**src/rtl/sink_pkg.sv**
```systemverilog
// Shared constants and types for the stream sink checker.
// LFSR geometry, monitor states and ready-threshold width.
package sink_pkg;

    localparam int LFSR_W   = 16;
    localparam int THRESH_W = 9;

    localparam int TAP_A = 16;
    localparam int TAP_B = 14;
    localparam int TAP_C = 13;
    localparam int TAP_D = 11;

    localparam logic [LFSR_W-1:0] LFSR_SEED_DEF = 16'hACE1;

    typedef enum logic [0:0] {
        MON_IDLE    = 1'b0,
        MON_PENDING = 1'b1
    } mon_state_e;

    // Fibonacci shift right; tap n maps to bit (16 - n)
    function automatic logic [LFSR_W-1:0] lfsr_next(
        input logic [LFSR_W-1:0] s
    );
        logic fb;
        fb = s[LFSR_W-TAP_A] ^ s[LFSR_W-TAP_B]
           ^ s[LFSR_W-TAP_C] ^ s[LFSR_W-TAP_D];
        return {fb, s[LFSR_W-1:1]};
    endfunction

endpackage

```
**src/rtl/lfsr16.sv**
```systemverilog
// Free-running 16-bit Fibonacci LFSR, taps 16/14/13/11.
// A zero seed is replaced by 1 so the register cannot lock up.
module lfsr16
    import sink_pkg::*;
#(
    parameter logic [LFSR_W-1:0] SEED = LFSR_SEED_DEF
) (
    input  logic              clk,
    input  logic              rst_n,
    output logic [LFSR_W-1:0] o_state
);

    localparam logic [LFSR_W-1:0] SEED_EFF =
        (SEED == '0) ? LFSR_W'(1) : SEED;

    logic [LFSR_W-1:0] state_q;
    logic [LFSR_W-1:0] state_d;

    always_comb begin
        state_d = lfsr_next(state_q);
    end

    always_ff @(posedge clk or negedge rst_n) begin
        if (!rst_n) begin
            state_q <= SEED_EFF;
        end else begin
            state_q <= state_d;
        end
    end

    assign o_state = state_q;

endmodule

```
**config.mk**
```make
export PLATFORM = sky130hd
export DESIGN_NAME = lfsr16
export DESIGN_NICKNAME = d
export VERILOG_FILES = /design/src/rtl/sink_pkg.sv /design/src/rtl/lfsr16.sv
export SDC_FILE = /design/constraint.sdc
export NUM_CORES = 1
export LEC_CHECK = 0
export CAP_MARGIN = 20
export CORE_MARGIN = 1
export CORE_UTILIZATION = 30
export CTS_CLUSTER_DIAMETER = 100
export DETAILED_ROUTE_END_ITERATION = 8
export PLACE_DENSITY_LB_ADDON = 0.1
export SYNTH_ARGS = -nofsm -noshare
export SYNTH_HDL_FRONTEND = slang
export SYNTH_SLANG_ARGS = --single-unit
```
**constraint.sdc**
```tcl
create_clock -name clk -period 0.97 [get_ports clk]
set_input_delay 0.194 -clock clk [delete_from_list [all_inputs] [get_ports clk]]
set_output_delay 0.194 -clock clk [all_outputs]
set_load 0.01 [all_outputs]
```
==> summary.txt, run 1 <==
Run status
  • Status: finished, violations left
  • Failing checks: setup timing

Synth
  • Cells after Synth: 34
  • Synth Warn #: 0
  • Top post-synthesis cells by area: dfstp_2 (38%), dfrtp_1 (36%), buf_4 (21%)
  • Sequential-to-total area share from yosys stat: about three quarters
  • Register bit total from synthesis: 16
  • Netlist cell types: 5
  • Synthesized net count: 36
  • Top cell type by total area after synthesis: dfstp_2
  • Mapped Area: 549 sq um
  • Synth top area share: between 30% and 40%
  • Post-synthesis average cell area: 16.2 sq um

Layout
  • # diodes: 0
  • Non-filler cells, final: 79
  • Area Overhead vs Synth: 39.4%
  • Post-route cell area: around 770 sq um
  • Sequential Area: 410 sq um
  • Max reg flops: 16
  • Final nets: 57
  • Layout fillers: 168
  • Multi-input logic area: 33.8 sq um
  • Share of layout cells above drive strength 1: 77.8%

Setup path
  • Buf/Inv on CP: 1
  • CP Launch Type: register
  • Cell family with most CP delay: flip-flops
  • Worst path max stage delay: 0.55 ns
  • CP max stage cell: dfstp_2
  • CP required: 0.78 ns
  • Worst-path fanout max: 2
  • CP Cell Sequence: buf_6
  • CP endpoint kind: output port
  • CP arrival: 0.92 ns
  • WS Path Type: reg2out

Floorplan
  • DIE AREA: 0.00201 sq mm
  • Core area: 0.00173 sq mm
  • # rows: 15
  • # IOs: 18
  • Die Wd: around 45 um
  • Die height: 44.8 um
  • Starting Density: 31.8%

Detailed routing
  • First-iteration detailed-routing DRC count: 0
  • Vias: roughly 280
  • DR vias/cell: 3.59
  • Drt drc: 0
  • Routed WL: 866 um
  • Wire length per cell: 11.0 um
  • Pre-antenna DRT Iters: 1
  • Final antenna-violating net count: 0

Pwr
  • Static Leak: 0.000400 uW
  • Pwr dens: 1360 mW/mm^2
  • Max IR drop VDD: 0.796 mV

Clocking
  • Max Root-Sink Buffers: 2
  • Clk slew on worst S/H paths: about 0.09 ns
  • Clock Sinks: 16
  • Clk_lat worst skew: 0.28 ns
  • TritonCTS clock tree: yes
  • Clock root cell: clkbuf_4
  • Hold buffer count at cts: 0
  • H-tree levels: 1
  • Num CTS Buffers: 3

Global route
  • First-pass GRT wire length: 1.31 mm
  • Initial antenna violation count: 0
  • Vias in the first global route: 284
  • Total Routing Usage GR: between 9 and 10%
  • Total gr overflow: 0
  • Largest net degree at the start of global routing: 17

STA
  • Layout Skew: 0.0132 ns
  • Max-slew headroom: 88.7%
  • Worst Max-Slew Pin Slew: 0.168 ns
  • RSZ-0062 raised after global routing: true
  • Slew Limit Fails: 0
  • Min Tclk post-route: 1.12 ns
  • Final worst slack: -0.148 ns
  • Fin. Hold Viols: 0
  • Fmax: between 0.8 and 0.9 GHz
  • Period Utilization, post-route: 115%
  • Final setup vio count: 17

Min path
  • Hold Path Class: in2async

Place
  • Post-detail-place hpwl: 576 um
  • Dpl cell area: between 700 and 800 sq um
  • Final GP Congestion: around 0.63
  • # port buffers: 17
  • Placed Cells: 68

Flow run
  • Max cap viols: 0
layout by cell type (no fill, tap or decap):
cell	Yosys	routed
buf_12	0	1
buf_2	0	7
buf_4	15	13
buf_6	0	9
clkbuf_1	0	1
clkbuf_4	0	3
clkdlybuf4s50_1	0	1
dfrtp_1	8	8
dfstp_2	8	8
xnor2_1	2	2
xor2_2	0	1
layer usage:
layer	up-vias	global-route usage [%]	wire [um]
met5	-	0	0
met3	2	2.40	57
met4	0	7.27	5
met1	141	12.0	363
met2	12	15.0	440
li1	129	-	-
cell families after synthesis:
logic type / share of synthesized area, %
DFF: 74.7
buffers and inverters: 20.5
xor gates and xnor gates: 4.78
final timing paths:
| check | from | end | slack (ns) | depth (start not counted) |
|---|---|---|---|---|
| min reg2reg | o_state[11] | o_state[10] | 0.37 | 0 |
| min | rst_n | o_state[12] | 0.26 | 2 |
| max reg2reg | o_state[0] | o_state[15] | -0.02 | 3 |
| min in group clk | o_state[11] | o_state[10] | 0.37 | 0 |
| max in group asynchronous | rst_n | o_state[6] | 0.49 | 2 |
| max | o_state[0] | o_state[0] | -0.15 | 1 |
report_power, final:
part / switching, uW / internal [uW]
clock network: 185 / 159
logic: 13.5 / 11.6
registers: 0 / 668
total: 199 / 839
synthesized netlist by cell type:
master,instances
buf_4,15
xnor2_1,2
xor2_1,1
dfrtp_1,8
dfstp_2,8
cell type report:
type	instances	area share (%)
sequential	16	53.6
timing repair buffer	31	34.5
clock buffer	4	3.43
tap	25	4.08
multi-input combinational	3	4.41
what timing repair did:
item	CTS	global route
resized for setup	74	0
endpoints found under the setup margin	17	17
pin swaps	0	0
buffers inserted	5	2
through the flow:
step	power (uW)	worst slack, ns	hold slack (ns)	TNS, ns	utilization, %
after floorplan	680	0.0667	-0.102	0	-
after global placement	705	-0.278	0.357	-2.78	40.7
after detailed placement	707	-0.274	0.356	-2.82	40.7
after CTS	1070	-0.168	0.254	-1.62	43.5
after global routing	1090	-0.183	0.265	-1.95	44.3
final	1040	-0.148	0.256	-1.29	44.3
No activity file was read; power rests on OpenSTA's default activity.
==> run 2: changes to the inputs <==
--- a/config.mk
+++ b/config.mk
@@ -8,8 +8,9 @@
 export CAP_MARGIN = 20
 export CORE_MARGIN = 1
-export CORE_UTILIZATION = 30
+export CORE_UTILIZATION = 42
 export CTS_CLUSTER_DIAMETER = 100
 export DETAILED_ROUTE_END_ITERATION = 8
 export PLACE_DENSITY_LB_ADDON = 0.1
+export SKIP_LAST_GASP = 1
 export SYNTH_ARGS = -nofsm -noshare
 export SYNTH_HDL_FRONTEND = slang
==> constraint.sdc (replaced) <==
create_clock -name clk -period 0.97 [get_ports clk]
set_input_delay 0.194 -clock clk [delete_from_list [all_inputs] [get_ports clk]]
set_output_delay 0.194 -clock clk [all_outputs]
set_load 0.05 [all_outputs]
==> run 2 against run 1 <==
Against the previous run: the run still ends with setup timing left; utilization up 37 points; global-route usage is 6.8 points higher; total power up 6.5%; clock skew fell by 0.011 ns; highest routed layer unchanged.
==> summary.txt, run 2 (synthesized netlist as in run 1, its figures left out) <==
Run status
  • Status: finished, violations left
  • Failing checks: setup timing

Pwr
  • Max IR drop VDD: 1.09 mV
  • Static Leak: 0.000436 uW
  • Pwr dens: between 1000 and 1500 mW/mm^2

Detailed routing
  • Wire length per cell: 14.9 um
  • First-iteration detailed-routing DRC count: 1
  • Drt drc: 0
  • DR vias/cell: 4.16
  • Final antenna-violating net count: 0
  • Pre-antenna DRT Iters: 2
  • Routed WL: 1.01 mm
  • Vias: ~280

Global route
  • Total gr overflow: 0
  • Total Routing Usage GR: 16.6%
  • Vias in the first global route: about 320
  • Largest net degree at the start of global routing: 10
  • First-pass GRT wire length: 1.44 mm
  • Initial antenna violation count: 0

Clocking
  • Clock Sinks: 16
  • H-tree levels: 1
  • Hold buffer count at cts: 0
  • Num CTS Buffers: 3
  • TritonCTS clock tree: yes
  • Max Root-Sink Buffers: 2
  • Clock root cell: clkbuf_4
  • Clk_lat worst skew: 0.27 ns
  • Clk slew on worst S/H paths: approximately 0.090 ns

Setup path
  • Worst-path fanout max: 2
  • Reg2Reg Depth: 4
  • CP required: 0.78 ns
  • RR Startpoint: o_state[0]
  • Cell family with most CP delay: flip-flops
  • CP Launch Type: register
  • Worst setup path start: o_state[15]
  • CP max stage cell: dfstp_2
  • Worst path max stage delay: slightly below 0.6 ns
  • R2R Setup Slk: -0.15 ns
  • CP arrival: just under 1 ns
  • CP endpoint kind: output port
  • CP Cell Sequence: buf_12
  • WS Path Type: reg2out
  • Worst Setup EP: o_state[15]
  • WP depth: 1
  • RR Endpoint: o_state[15]
  • Buf/Inv on CP: 1

STA
  • Final setup vio count: 17
  • Max-slew headroom: between 80% and 90%
  • Fin. Hold Viols: 0
  • Fmax: 0.843 GHz
  • Min Tclk post-route: 1.19 ns
  • WHS: approximately 0.26 ns
  • Period Utilization, post-route: 122%
  • Final worst slack: -0.216 ns
  • Slew Limit Fails: 0
  • RSZ-0062 raised after global routing: true
  • Layout Skew: between 0.002 and 0.0025 ns
  • Worst Max-Slew Pin Slew: 0.153 ns

Layout
  • # diodes: 0
  • Most frequent cells in the layout: buf_12 (16), buf_4 (13), dfstp_2 (8)
  • Multi-input logic area: 41.3 sq um
  • Post-route cell area: ~950 sq um
  • Final Util: 81.8%
  • Final nets: 57
  • Max reg flops: 16
  • Commonest non-fill, non-tap cell in the layout: buf_12
  • Area Overhead vs Synth: 72.2%
  • Sequential Area: ~400 sq um
  • Layout fillers: 55
  • Share of layout cells above drive strength 1: 83.3%

Place
  • # port buffers: 17
  • DP Worst Slack: 0.00180 ns
  • Dpl cell area: 800 sq um
  • Final GP Congestion: just over 0.6
  • Post-detail-place hpwl: roughly 680 um

Floorplan
  • Core area: 0.00116 sq mm
  • DIE AREA: between 0.001 and 0.0015 sq mm
  • Die Wd: approximately 38 um
  • Die height: approximately 38 um
  • Starting Density: a little under half
  • # rows: 12
  • # IOs: 18

Min path
  • Hold Path Class: in2async

Flow run
  • Max cap viols: 0
==> run 2: cell counts in the layout (fill, tap and decap cells not counted) <==
No cell type changed its count.
==> run 2: routing by layer <==
layer | track usage, % | vias up | share of wire, %
li1 | - | 126 | -
met1 | 17.1 | 145 | 35
met2 | 30.9 | 10 | 59
met3 | 3.49 | 2 | 4.5
met4 | 8.04 | 0 | 0.79
met5 | 0 | - | 0
==> run 2: worst min-delay path by stage <==
stage	from	end	cells after the start	slack (ns)
final	rst_n	o_state[1]	2	0.26
after global placement	o_state[11]	o_state[10]	0	0.38
after detailed placement	o_state[6]	o_state[5]	0	0.38
after global routing	rst_n	o_state[14]	2	0.28
after floorplan	rst_n	o_state[12]	0	-0.10
after CTS	rst_n	o_state[2]	2	0.26
==> run 2: cell type report <==
| type | instances | area share (%) |
|---|---|---|
| multi-input cells | 3 | 4.37 |
| flip-flops and latches | 16 | 43.5 |
| repair buffers | 31 | 46.4 |
| well taps | 14 | 1.85 |
| clock buffers | 4 | 3.84 |
==> run 2: report_power, final <==
group          leakage (uW)  switching [uW]  internal [uW]
sequential         0.000193               0            668
clock             0.0000210             186            228
combinational      0.000223            14.2           8.86
==> run 2: repair_timing <==
item / in CTS / in global routing
buffers inserted: 10 / 2
pin swaps: 2 / 1
setup endpoints to repair: 17 / 17
resized for setup: 4 / 0
==> run 2: through the flow <==
stage	total power [uW]	TNS, ns	cells
5_1_grt	1150	-2.85	68
3_3_place_gp	701	0	52
6_report	1110	-2.33	68
4_1_cts	1120	-2.39	66
3_5_place_dp	704	0	52
2_1_floorplan	680	-0.101	34
==> run 3: changes to the inputs <==
Settings changed: CELL_PAD_IN_SITES_DETAIL_PLACEMENT set to 0, CELL_PAD_IN_SITES_GLOBAL_PLACEMENT set to 1, CORE_MARGIN 1 to 2, CORE_UTILIZATION 42 to 34, SLEW_MARGIN set to 5.
==> run 3 against run 2 <==
Against the previous run: the flow still finishes with violations (setup timing); clock skew is 0.0071 ns higher; first-iteration DRC count grew to 3.0 times the previous value; non-clock buffer count is 3 lower.
==> summary.txt, run 3 (synthesized netlist as in run 1, its figures left out) <==
Detailed routing
  • Pre-antenna DRT Iters: 2
  • First-iteration detailed-routing DRC count: 3
  • Wire length per cell: 12.5 um
  • Vias: roughly 280
  • Routed WL: ~840 um
  • Drt drc: 0
  • Final antenna-violating net count: 0
  • DR vias/cell: 4.16

Pwr
  • Clk pwr share: 37.3%
  • Static Leak: between 0.0004 and 0.0005 uW
  • P_int: 905 uW
  • Switch Pwr: between 150 and 200 uW
  • Pwr dens: 1190 mW/mm^2
  • Sw frac: 17.7%
  • Flop pwr share: roughly three fifths
  • Logic pwr share: 2.0%
  • Max IR drop VDD: 0.898 mV

Floorplan
  • # rows: 14
  • Core area: around 0.0015 sq mm
  • # IOs: 18
  • Starting Density: 36.5%
  • Die height: 44.2 um
  • Die Wd: 44.2 um
  • DIE AREA: 0.00195 sq mm

Setup path
  • CP endpoint kind: output port
  • WP depth: 1
  • CP Launch Type: register
  • Reg2Reg Depth: 3
  • Buf/Inv on CP: 1
  • WS Path Type: reg2out
  • CP arrival: 1.00 ns
  • CP required: 0.78 ns
  • CP Cell Sequence: buf_12
  • Worst path max stage delay: 0.58 ns
  • Worst-path fanout max: 2
  • Cell family with most CP delay: flip-flops
  • CP max stage cell: dfstp_2

Clocking
  • Clock Sinks: 16
  • Clock root cell: clkbuf_4
  • Max Root-Sink Buffers: 2
  • Clk slew on worst S/H paths: 0.09 ns
  • TritonCTS clock tree: yes
  • Clk_lat worst skew: 0.28 ns
  • H-tree levels: 1
  • Hold buffer count at cts: 0
  • Num CTS Buffers: 3

Flow run
  • Max cap viols: 0

STA
  • Layout Skew: 0.00929 ns
  • Final worst slack: -0.220 ns
  • Period Utilization, post-route: 123%
  • Slew Limit Fails: 0
  • Final setup vio count: 17
  • RSZ-0062 raised after global routing: true
  • Worst Max-Slew Pin Slew: 0.138 ns
  • Max-slew headroom: 90.8%
  • WHS: ~0.23 ns
  • Min Tclk post-route: ~1.2 ns
  • Fmax: between 0.8 and 0.9 GHz
  • Fin. Hold Viols: 0

Layout
  • Layout fillers: 118
  • Non-filler cells, final: 67
  • Area Overhead vs Synth: 68.6%
  • Most frequent cells in the layout: buf_12 (16), buf_4 (10), dfstp_2 (8)
  • Max reg flops: 16
  • # diodes: 0
  • Final nets: 54
  • Share of layout cells above drive strength 1: between 80% and 90%
  • Final Util: 61.5%
  • Commonest non-fill, non-tap cell in the layout: buf_12

Place
  • Placed Cells: 54
  • Post-detail-place hpwl: 628 um
  • Final GP Congestion: 0.675
  • # port buffers: 17
  • DP Worst Slack: 0.0144 ns

Min path
  • Hold Path Class: in2async

Global route
  • Vias in the first global route: about 300
  • Total gr overflow: 0
  • First-pass GRT wire length: 1.37 mm
  • Initial antenna violation count: 0
  • Total Routing Usage GR: 11.0%
  • Largest net degree at the start of global routing: 10

Run status
  • Failing checks: setup timing
  • Status: finished, violations left
[run 3: cell count changes in the layout (fill, tap and decap cells not counted)]
| cell | delta |
|---|---|
| buf_4 | -3 |
[run 3: through the flow]
stage | total power (uW) | area, sq um | TNS [ns]
global route | 1170 | 926 | -3.04
floorplan | 680 | 549 | -0.101
CTS | 1120 | 892 | -2.54
detailed placement | 703 | 802 | 0
global placement | 701 | 802 | 0
finish | 1100 | 926 | -2.26
[run 3: power by group through the flow]
stage	registers (uW)	logic (uW)	clock network (uW)
2_1_floorplan	680	0.0000944	0
3_3_place_gp	680	21.1	0
3_5_place_dp	680	22.8	0
4_1_cts	668	22.9	432
5_1_grt	669	25.4	473
6_report	668	21.5	411
[run 3: cell type report]
cell class | count | area (sq um) | share of cell area (%)
timing repair buffer | 28 | 417 | 45.0
sequential | 16 | 412 | 44.5
multi-input combinational | 3 | 41.3 | 4.46
clock buffer | 4 | 36.3 | 3.92
tap | 16 | 20.0 | 2.16
[run 3: layer usage]
layer / track usage, % / part of all wire (%) / routed length, um
met1: 12.3 / 35 / 290
met2: 16.8 / 57 / 477
met3: 6.12 / 8.6 / 72
met4: 5.45 / 0 / 0
met5: 0 / 0 / 0
[run 3: worst reg2reg max path, stage by stage, from the launching register on]
cell	delay [ns]
dfstp_2	0.57
buf_4	0.13
xnor2_2	0.12
xnor2_1	0.14
[run 3: worst paths after layout]
| check | from | endpoint | slack, ns |
|---|---|---|---|
| worst max-delay path | o_state[15] | o_state[15] | -0.22 |
| worst min-delay path | rst_n | o_state[8] | 0.23 |
| worst max register to register | o_state[5] | o_state[15] | -0.05 |
| worst min register to register | o_state[6] | o_state[5] | 0.39 |
| max in group asynchronous | rst_n | o_state[0] | 0.52 |
| min in group clk | o_state[6] | o_state[5] | 0.39 |
[run 3: timing repair]
| item | CTS | global route |
|---|---|---|
| pin swaps | 0 | 2 |
| gates resized for setup | 1 | 3 |
| buffers inserted | 7 | 2 |
| endpoints found under the setup margin | 16 | 17 |
